==> config.mk <==
export PLATFORM = sky130hd
export DESIGN_NAME = sram_access_arbiter
export DESIGN_NICKNAME = d
export VERILOG_FILES = /design/src/rtl/sram_access_arbiter_pkg.sv /design/src/rtl/sram_access_arbiter_rr_pick.sv /design/src/rtl/sram_access_arbiter.sv
export SDC_FILE = /design/constraint.sdc
export NUM_CORES = 1
export LEC_CHECK = 0
export BUFFER_PORTS_ARGS = -buffer_cell sky130_fd_sc_hd__buf_4
export CAP_MARGIN = 20
export CORE_ASPECT_RATIO = 1.1
export CORE_UTILIZATION = 48
export DETAILED_ROUTE_END_ITERATION = 8
export HOLD_SLACK_MARGIN = 0.12
export PLACE_DENSITY_LB_ADDON = 0.05
export SYNTH_ARGS = -nofsm -noshare
export SYNTH_HDL_FRONTEND = slang
export SYNTH_HIERARCHICAL = 1
export SYNTH_SLANG_ARGS = --single-unit
==> constraint.sdc <==
create_clock -name clk_in -period 4.8 [get_ports clk_in]
set_input_delay 0.48 -clock clk_in [delete_from_list [all_inputs] [get_ports clk_in]]
set_output_delay 0.48 -clock clk_in [all_outputs]
set_load 0.05 [all_outputs]
==> src/rtl/sram_access_arbiter_pkg.sv <==
// Shared definitions for the SRAM access arbiter: FSM encoding, logic levels,
// SRAM direction codes and the fixed requester ids.
package sram_access_arbiter_pkg;

    typedef enum logic [1:0] {
        IDLE  = 2'd0,
        ISSUE = 2'd1,
        BUSY  = 2'd2,
        RESP  = 2'd3
    } state_t;

    localparam logic LOW  = 1'b0;
    localparam logic HIGH = 1'b1;

    localparam logic SRAM_READ  = 1'b1;
    localparam logic SRAM_WRITE = 1'b0;

    // Width of a requester id; grant_id is a fixed 2-bit port.
    localparam int ID_W = 2;

    localparam logic [ID_W-1:0] REQ_UART_WR = 2'd0;
    localparam logic [ID_W-1:0] REQ_UART_RD = 2'd1;
    localparam logic [ID_W-1:0] REQ_DISP    = 2'd2;

endpackage

==> src/rtl/sram_access_arbiter_rr_pick.sv <==
// Combinational round-robin selector: first set request at or after the
// position following the last grant, wrapping once around the vector.
module rr_pick
    import sram_access_arbiter_pkg::*;
#(
    parameter int NUM_REQ = 3
) (
    input  logic [NUM_REQ-1:0] req,
    input  logic [ID_W-1:0]    last_grant,
    input  logic               last_valid,
    output logic [ID_W-1:0]    winner,
    output logic               any_req
);

    int start_idx;

    // Two ordered passes: ids from start_idx upward, then the wrapped ids below it.
    always_comb begin
        // NOTE: every output gets a default before the search so no path leaves it unassigned (no latch).
        winner    = '0;
        any_req   = LOW;
        start_idx = last_valid ? ((int'(last_grant) + 1) % NUM_REQ) : 0;
        for (int i = 0; i < NUM_REQ; i++) begin
            if (!any_req && (i >= start_idx) && req[i]) begin
                any_req = HIGH;
                winner  = ID_W'(i);
            end
        end
        for (int i = 0; i < NUM_REQ; i++) begin
            if (!any_req && (i < start_idx) && req[i]) begin
                any_req = HIGH;
                winner  = ID_W'(i);
            end
        end
    end

endmodule

==> src/rtl/sram_access_arbiter.sv <==
// Round-robin arbiter sharing one SRAM controller between the UART write,
// UART read and disparity requesters. Runs the trig/done handshake with a
// timeout and returns read data plus a one-cycle ack per transaction.
module sram_access_arbiter
    import sram_access_arbiter_pkg::*;
#(
    parameter int NUM_REQ = 3,
    parameter int ADDR_W  = 18,
    parameter int DATA_W  = 8,
    parameter int TIMEOUT = 255
) (
    input  logic                      clk_in,
    input  logic                      rst_in,
    input  logic [NUM_REQ-1:0]        req,
    input  logic [NUM_REQ-1:0]        req_rw,
    input  logic [NUM_REQ*ADDR_W-1:0] req_addr,
    input  logic [NUM_REQ*DATA_W-1:0] req_wdata,
    output logic [NUM_REQ-1:0]        ack,
    output logic [DATA_W-1:0]         rdata,
    output logic [ID_W-1:0]           grant_id,
    output logic                      busy,
    output logic                      timeout_err,
    output logic                      sram_trig,
    output logic                      sram_rw,
    output logic [ADDR_W-1:0]         sram_addr,
    output logic [DATA_W-1:0]         sram_wdata,
    input  logic [DATA_W-1:0]         sram_rdata,
    input  logic                      sram_done
);

    localparam int CNT_W = $clog2(TIMEOUT + 1);

    state_t             state_q, state_d;
    logic [CNT_W-1:0]   tmo_cnt_q, tmo_cnt_d;
    logic [ID_W-1:0]    last_grant_q, last_grant_d;
    logic               last_valid_q, last_valid_d;
    logic [ID_W-1:0]    winner;
    logic               any_req;
    logic               tmo_hit;
    logic [NUM_REQ-1:0] ack_sel;

    logic [NUM_REQ-1:0] ack_d;
    logic [DATA_W-1:0]  rdata_d;
    logic [ID_W-1:0]    grant_d;
    logic               busy_d, err_d, trig_d, rw_d;
    logic [ADDR_W-1:0]  addr_d;
    logic [DATA_W-1:0]  wdata_d;

    logic [ADDR_W-1:0]  addr_arr  [NUM_REQ];
    logic [DATA_W-1:0]  wdata_arr [NUM_REQ];

    for (genvar g = 0; g < NUM_REQ; g++) begin : g_unpack
        assign addr_arr[g]  = req_addr[g*ADDR_W +: ADDR_W];
        assign wdata_arr[g] = req_wdata[g*DATA_W +: DATA_W];
    end

    rr_pick #(.NUM_REQ(NUM_REQ)) u_rr_pick (
        .req        (req),
        .last_grant (last_grant_q),
        .last_valid (last_valid_q),
        .winner     (winner),
        .any_req    (any_req)
    );

    // Counter has spent its budget in the current handshake state.
    assign tmo_hit = ((state_q == ISSUE) || (state_q == BUSY)) &&
                     (tmo_cnt_q == CNT_W'(TIMEOUT - 1));
    assign ack_sel = NUM_REQ'(1) << grant_id;

    // State register.
    always_ff @(posedge clk_in or negedge rst_in) begin
        // NOTE: sequential state uses non-blocking assignment so every register samples pre-edge values.
        if (!rst_in) state_q <= IDLE;
        else         state_q <= state_d;
    end

    // Next-state logic: grant, wait for done to drop, wait for done to rise, ack.
    always_comb begin
        state_d = state_q;
        unique case (state_q)
            IDLE:    if (any_req && (sram_done == HIGH))   state_d = ISSUE;
            ISSUE:   if (sram_done == LOW)                 state_d = BUSY;
                     else if (tmo_hit)                     state_d = RESP;
            BUSY:    if ((sram_done == HIGH) || tmo_hit)   state_d = RESP;
            RESP:                                          state_d = IDLE;
            default:                                       state_d = IDLE;
        endcase
    end

    // Output logic: next values of the registered outputs and bookkeeping.
    always_comb begin
        trig_d       = sram_trig;
        rw_d         = sram_rw;
        addr_d       = sram_addr;
        wdata_d      = sram_wdata;
        grant_d      = grant_id;
        busy_d       = busy;
        ack_d        = '0;
        rdata_d      = rdata;
        err_d        = timeout_err;
        last_grant_d = last_grant_q;
        last_valid_d = last_valid_q;
        // Counter restarts on every state entry and only runs in the handshake states.
        tmo_cnt_d    = '0;
        if ((state_d == state_q) && ((state_q == ISSUE) || (state_q == BUSY)))
            tmo_cnt_d = tmo_cnt_q + 1'b1;
        unique case (state_q)
            IDLE: begin
                if (any_req && (sram_done == HIGH)) begin
                    grant_d = winner;
                    rw_d    = req_rw[winner];
                    addr_d  = addr_arr[winner];
                    wdata_d = wdata_arr[winner];
                    busy_d  = HIGH;
                    trig_d  = HIGH;
                end
            end
            ISSUE: begin
                if (sram_done == LOW) begin
                    trig_d = LOW;
                end else if (tmo_hit) begin
                    trig_d = LOW;
                    err_d  = HIGH;
                    ack_d  = ack_sel;
                end
            end
            BUSY: begin
                if (sram_done == HIGH) begin
                    if (sram_rw == SRAM_READ) rdata_d = sram_rdata;
                    ack_d = ack_sel;
                end else if (tmo_hit) begin
                    err_d = HIGH;
                    ack_d = ack_sel;
                end
            end
            RESP: begin
                busy_d       = LOW;
                rw_d         = SRAM_READ;
                last_grant_d = grant_id;
                last_valid_d = HIGH;
            end
            default: ;
        endcase
    end

    // Output and bookkeeping registers.
    always_ff @(posedge clk_in or negedge rst_in) begin
        if (!rst_in) begin
            ack          <= '0;
            rdata        <= '0;
            grant_id     <= '0;
            busy         <= LOW;
            timeout_err  <= LOW;
            sram_trig    <= LOW;
            sram_rw      <= SRAM_READ;
            sram_addr    <= '0;
            sram_wdata   <= '0;
            tmo_cnt_q    <= '0;
            last_grant_q <= '0;
            last_valid_q <= LOW;
        end else begin
            ack          <= ack_d;
            rdata        <= rdata_d;
            grant_id     <= grant_d;
            busy         <= busy_d;
            timeout_err  <= err_d;
            sram_trig    <= trig_d;
            sram_rw      <= rw_d;
            sram_addr    <= addr_d;
            sram_wdata   <= wdata_d;
            tmo_cnt_q    <= tmo_cnt_d;
            last_grant_q <= last_grant_d;
            last_valid_q <= last_valid_d;
        end
    end

endmodule

==> impl_summary.txt <==
----------------------------------------------------
[Yosys]
  Number of flops mapped to enable cells by yosys ... 0
  Dominant register cell in the synthesized netlist ... sky130_fd_sc_hd__dfrtp_1
  Number of nets in the synthesized netlist ... 459
  Share of Yosys cell area claimed by the top area cell type ... 42.0%
  Most area-consuming cells after synthesis ... sky130_fd_sc_hd__dfrtp_1 42%, sky130_fd_sc_hd__mux2i_1 8.6%, sky130_fd_sc_hd__ha_1 6.1%, sky130_fd_sc_hd__o21ai_0 4.7%, sky130_fd_sc_hd__nand2_1 4.7%
  Mean area per synthesized cell ... 9.41 µm²
  Largest area contributor in the synthesized netlist ... sky130_fd_sc_hd__dfrtp_1
  Number of cells produced by synthesis ... 348
  Number of warnings reported in the yosys synthesis log ... 6
  Post-synthesis async set-or-reset flop share ... between 90% and 100%
  Cell area after synthesis ... 3270 µm²
  Share of synthesized area occupied by flip-flops and latches ... 42.8%
  #FFs+latches synth ... 56
  Count of cell types in the netlist ... 53

[Critical path]
  Data arrival at the endpoint of the critical path ... 4.13 ns
  Critical path startpoint ... last_grant_q[0]
  Required time of the worst setup path ... 4.98 ns
  Worst R2R Start ... last_grant_q[0]
  Category of the worst setup path launch point ... flip-flop
  Crit-path max FO ... 21
  CP endpoint ... sram_wdata[1]
  Cell count of the worst reg-to-reg path ... 18
  Worst setup slack for register-to-register paths ... 0.85 ns
  Class of the most critical setup path ... flip-flop to flip-flop
  Reg-to-reg endpoint ... sram_wdata[1]
  Sort of element at the end of the critical path ... flip-flop

[Die]
  Horizontal die dimension ... 80.8 µm
  Y dimension of the die ... around 89 µm
  Number of top-level design ports ... 138
  Core ar. ... 6590 µm²
  Total number of placement rows ... 31
  Effective utilization at floorplan ... 49.7%
  Area of the die ... 7160 µm²

[Global routing]
  Maximum number of pins on one net before global-route repair ... 57
  Most heavily used metal layer in global routing ... met2
  Number of antenna violations at the first check in global routing ... 0
  Number of global-route vias before repair ... a little under 3,000
  All-Layer GR Usage ... between 20% and 30%
  Total congestion overflow after global routing ... 0
  Met3 GRT Util ... 7.11%
  Global routing usage on met1 ... between 30% and 40%
  Wire length of the first global-routing pass ... 13,500 µm
  GR Util met2 ... 40.4%

[Finish]
  Area Overhead vs Synth ... 36.6%
  Number of nets at the end of the flow ... just under 600
  Leading cell type in the layout, fill and taps excluded ... sky130_fd_sc_hd__buf_4
  Number of diodes ... 0
  Count of placed standard cells in the final layout, fillers left out ... roughly 560
  Non-Filler Cell Area, Final ... 4470 µm²
  Number of filler cells placed in the layout ... between 500 and 600
  Proportion of layout cells with a drive suffix above 1 ... between 30% and 40%
  Highest-count cells in the layout ignoring fill and taps ... 140 x sky130_fd_sc_hd__buf_4, 55 x sky130_fd_sc_hd__dfrtp_1, 41 x sky130_fd_sc_hd__nand2_1

[CTS]
  Postcts setup bufs ... 0
  Number of buffers created by CTS ... 5
  Number of clock sinks seen by CTS ... 56
  Quantity of gates resized following cts ... 0
  Maximum buffer depth of the clock tree ... 2
  Count of hold-fix buffers inserted at cts ... 0
  H-tree depth ... 2
  Clock tree root buffer cell ... sky130_fd_sc_hd__clkbuf_8
  Clk pin slew, worst setup/hold paths ... 0.10 ns
  Clock latency of the later-clocked register in the worst-skew pair ... approximately 0.32 ns
  CTS tree ... yes

[Timing]
  Setup repair after global routing missed its margin ... no
  Final total negative setup slack ... 0 ns
  Setup Viol. Count Final ... 0
  Total count of max-transition violations in the final report ... 0
  F_max ... 0.253 GHz
  Tcrit/Tclk final ... 82.3%
  Hold Violations, Final ... 0
  Headroom to the max-slew limit ... 52.7%
  Worst clock skew ... 0.00940 ns
  Final critical-path required period ... between 3 and 4 ns
  Worst Tran Pin Value ... 0.710 ns

[Routing]
  Count of antenna-violating nets left after detailed routing ... 0
  Number of iterations in the first detailed-routing pass ... 4
  Routed vias ... 2,998
  Post-detailed-route via-to-cell ratio ... about 5.3
  Routed WL per cell ... 14.8 µm
  DR DRC count ... 0
  Routed WL ... ~8300 µm
  Number of violations reported at the end of detailed-routing iteration 0 ... 123

[Power]
  Leakage dissipation ... 2.16 nW
  PD cells ... between 600 and 700 nW/µm²
  Worst IR drop on VDD ... 360 µV
  Int Pwr ... 0.00146 W
  Switching share of total power ... 51.8%
  Share of power burned in the clock network ... 9.2%
  Portion of total power attributed to combinational logic ... between 60 and 70%
  Fraction of power consumed by sequential logic ... a little over a quarter
  Net switching power ... 0.00157 W

[Placement]
  Placed instance count ... 554
  Half-perimeter wire length of the detailed placement result ... 6350 µm
  Quantity of I/O buffers inserted on ports ... 137
  Standard cell area after detailed placement ... 4380 µm²
  RD Place Congestion ... around 0.83

[Run]
  Number of maximum-capacitance violations ... 0

[Min path]
  Class of the tightest hold or removal check ... input port to asynchronous set/reset pin

[Run status]
  Status ... finished clean

----------------------------------------------------
-- worst min-delay path by stage --
stage	to	slack, ns	depth (start not counted)
after floorplan	ack[0]	0.18	0
after global placement	timeout_err	0.45	1
after detailed placement	timeout_err	0.45	1
after CTS	tmo_cnt_q[3]	0.23	1
after global routing	sram_wdata[1]	0.25	1
final	sram_wdata[3]	0.20	1
-- synth_stat cells, types with 2 or more instances --
| cell type | number |
|---|---|
| sky130_fd_sc_hd__nor2_2 | 2 |
| sky130_fd_sc_hd__a31oi_1 | 3 |
| sky130_fd_sc_hd__a21o_1 | 2 |
| sky130_fd_sc_hd__nand3b_1 | 3 |
| sky130_fd_sc_hd__buf_1 | 2 |
| sky130_fd_sc_hd__buf_2 | 2 |
| sky130_fd_sc_hd__mux2_2 | 10 |
| sky130_fd_sc_hd__nor2_1 | 35 |
| sky130_fd_sc_hd__xor2_1 | 2 |
| sky130_fd_sc_hd__nand3_1 | 6 |
| sky130_fd_sc_hd__nor3_1 | 9 |
| sky130_fd_sc_hd__o2111ai_1 | 2 |
| sky130_fd_sc_hd__nand2b_1 | 5 |
| sky130_fd_sc_hd__nand2_1 | 41 |
| sky130_fd_sc_hd__buf_4 | 3 |
| sky130_fd_sc_hd__nor2b_1 | 3 |
| sky130_fd_sc_hd__xnor2_1 | 3 |
| sky130_fd_sc_hd__a2bb2oi_1 | 2 |
| sky130_fd_sc_hd__clkbuf_1 | 9 |
| sky130_fd_sc_hd__o21ai_0 | 31 |
| sky130_fd_sc_hd__a211oi_2 | 2 |
| sky130_fd_sc_hd__ha_1 | 16 |
| sky130_fd_sc_hd__mux2i_1 | 28 |
| sky130_fd_sc_hd__a22oi_1 | 2 |
| sky130_fd_sc_hd__dfrtp_1 | 55 |
| sky130_fd_sc_hd__a21oi_1 | 29 |
| sky130_fd_sc_hd__inv_1 | 14 |
| sky130_fd_sc_hd__or3_1 | 2 |
-- worst max-delay path, cell delays in order (launching register included) --
cell	delay, ns
sky130_fd_sc_hd__dfrtp_1	0.42
sky130_fd_sc_hd__inv_1	0.08
sky130_fd_sc_hd__ha_1	0.31
sky130_fd_sc_hd__and2_1	0.18
sky130_fd_sc_hd__nand2_1	0.07
sky130_fd_sc_hd__ha_1	0.29
sky130_fd_sc_hd__nand2b_1	0.17
sky130_fd_sc_hd__nor2_1	0.10
sky130_fd_sc_hd__a22oi_1	0.07
sky130_fd_sc_hd__o31a_1	0.25
sky130_fd_sc_hd__ha_1	0.29
sky130_fd_sc_hd__nor2b_1	0.06
sky130_fd_sc_hd__a2bb2oi_1	0.15
sky130_fd_sc_hd__a211oi_4	0.57
sky130_fd_sc_hd__buf_12	0.27
sky130_fd_sc_hd__mux2i_1	0.21
sky130_fd_sc_hd__nor2_1	0.05
sky130_fd_sc_hd__a21oi_1	0.16
sky130_fd_sc_hd__o21ai_0	0.09
-- per-stage QoR --
| step | setup slack [ns] | hold slack [ns] | utilization [%] | total power, W |
|---|---|---|---|---|
| floorplan | 1.44 | 0.184 | - | 0.00221 |
| global placement | 0.983 | 0.449 | 66.4 | 0.00273 |
| detailed placement | 0.883 | 0.446 | 66.4 | 0.00277 |
| CTS | 0.860 | 0.227 | 67.8 | 0.00305 |
| global route | 0.547 | 0.248 | 67.8 | 0.00325 |
| finish | 0.852 | 0.203 | 67.8 | 0.00303 |
-- power by group through the flow --
| stage | combinational, W | sequential, W | clock, W |
|---|---|---|---|
| after floorplan | 0.000905 | 0.00130 | 0 |
| after global placement | 0.00194 | 0.000790 | 0 |
| after detailed placement | 0.00197 | 0.000800 | 0 |
| after CTS | 0.00197 | 0.000792 | 0.000285 |
| after global routing | 0.00213 | 0.000818 | 0.000300 |
| final | 0.00196 | 0.000791 | 0.000278 |
-- cell families after synthesis --
family	Yosys count	share of synthesized area, %
muxes	38	12.0
and+or+nand+nor	115	16.3
DFF	56	42.8
adders and majority gates	16	6.11
AOI/OAI and AO/OA	87	17.2
xor gates and xnor gates	5	1.34
buffers and inverters	31	4.20
-- registers in the layout (all words and copies together), names as in the netlist --
name,cells
last_grant_q,2
last_valid_q,1
sram_trig,1
grant_id,2
rdata,8
state_q,2
sram_addr,18
ack,3
busy,1
sram_rw,1
timeout_err,1
sram_wdata,8
tmo_cnt_q,8
-- metal layers --
metal / share of wire, % / vias up
met2: 49 / 116
li1: - / 1474
met3: 7.7 / 18
met4: 2.1 / 0
met1: 41 / 1390
met5: 0 / -
-- layout make-up --
type | instances | area, µm² | area share [%]
Inverter | 14 | 52.6 | 1.17
Sequential cell | 56 | 1400 | 31.4
Clock inverter | 3 | 26.3 | 0.587
Timing Repair Buffer | 141 | 1070 | 23.9
Tap cell | 82 | 103 | 2.29
Multi-Input combinational cell | 261 | 1750 | 39.1
Clock buffer | 5 | 68.8 | 1.54
Note: power is estimated with default switching activity, not from simulation.
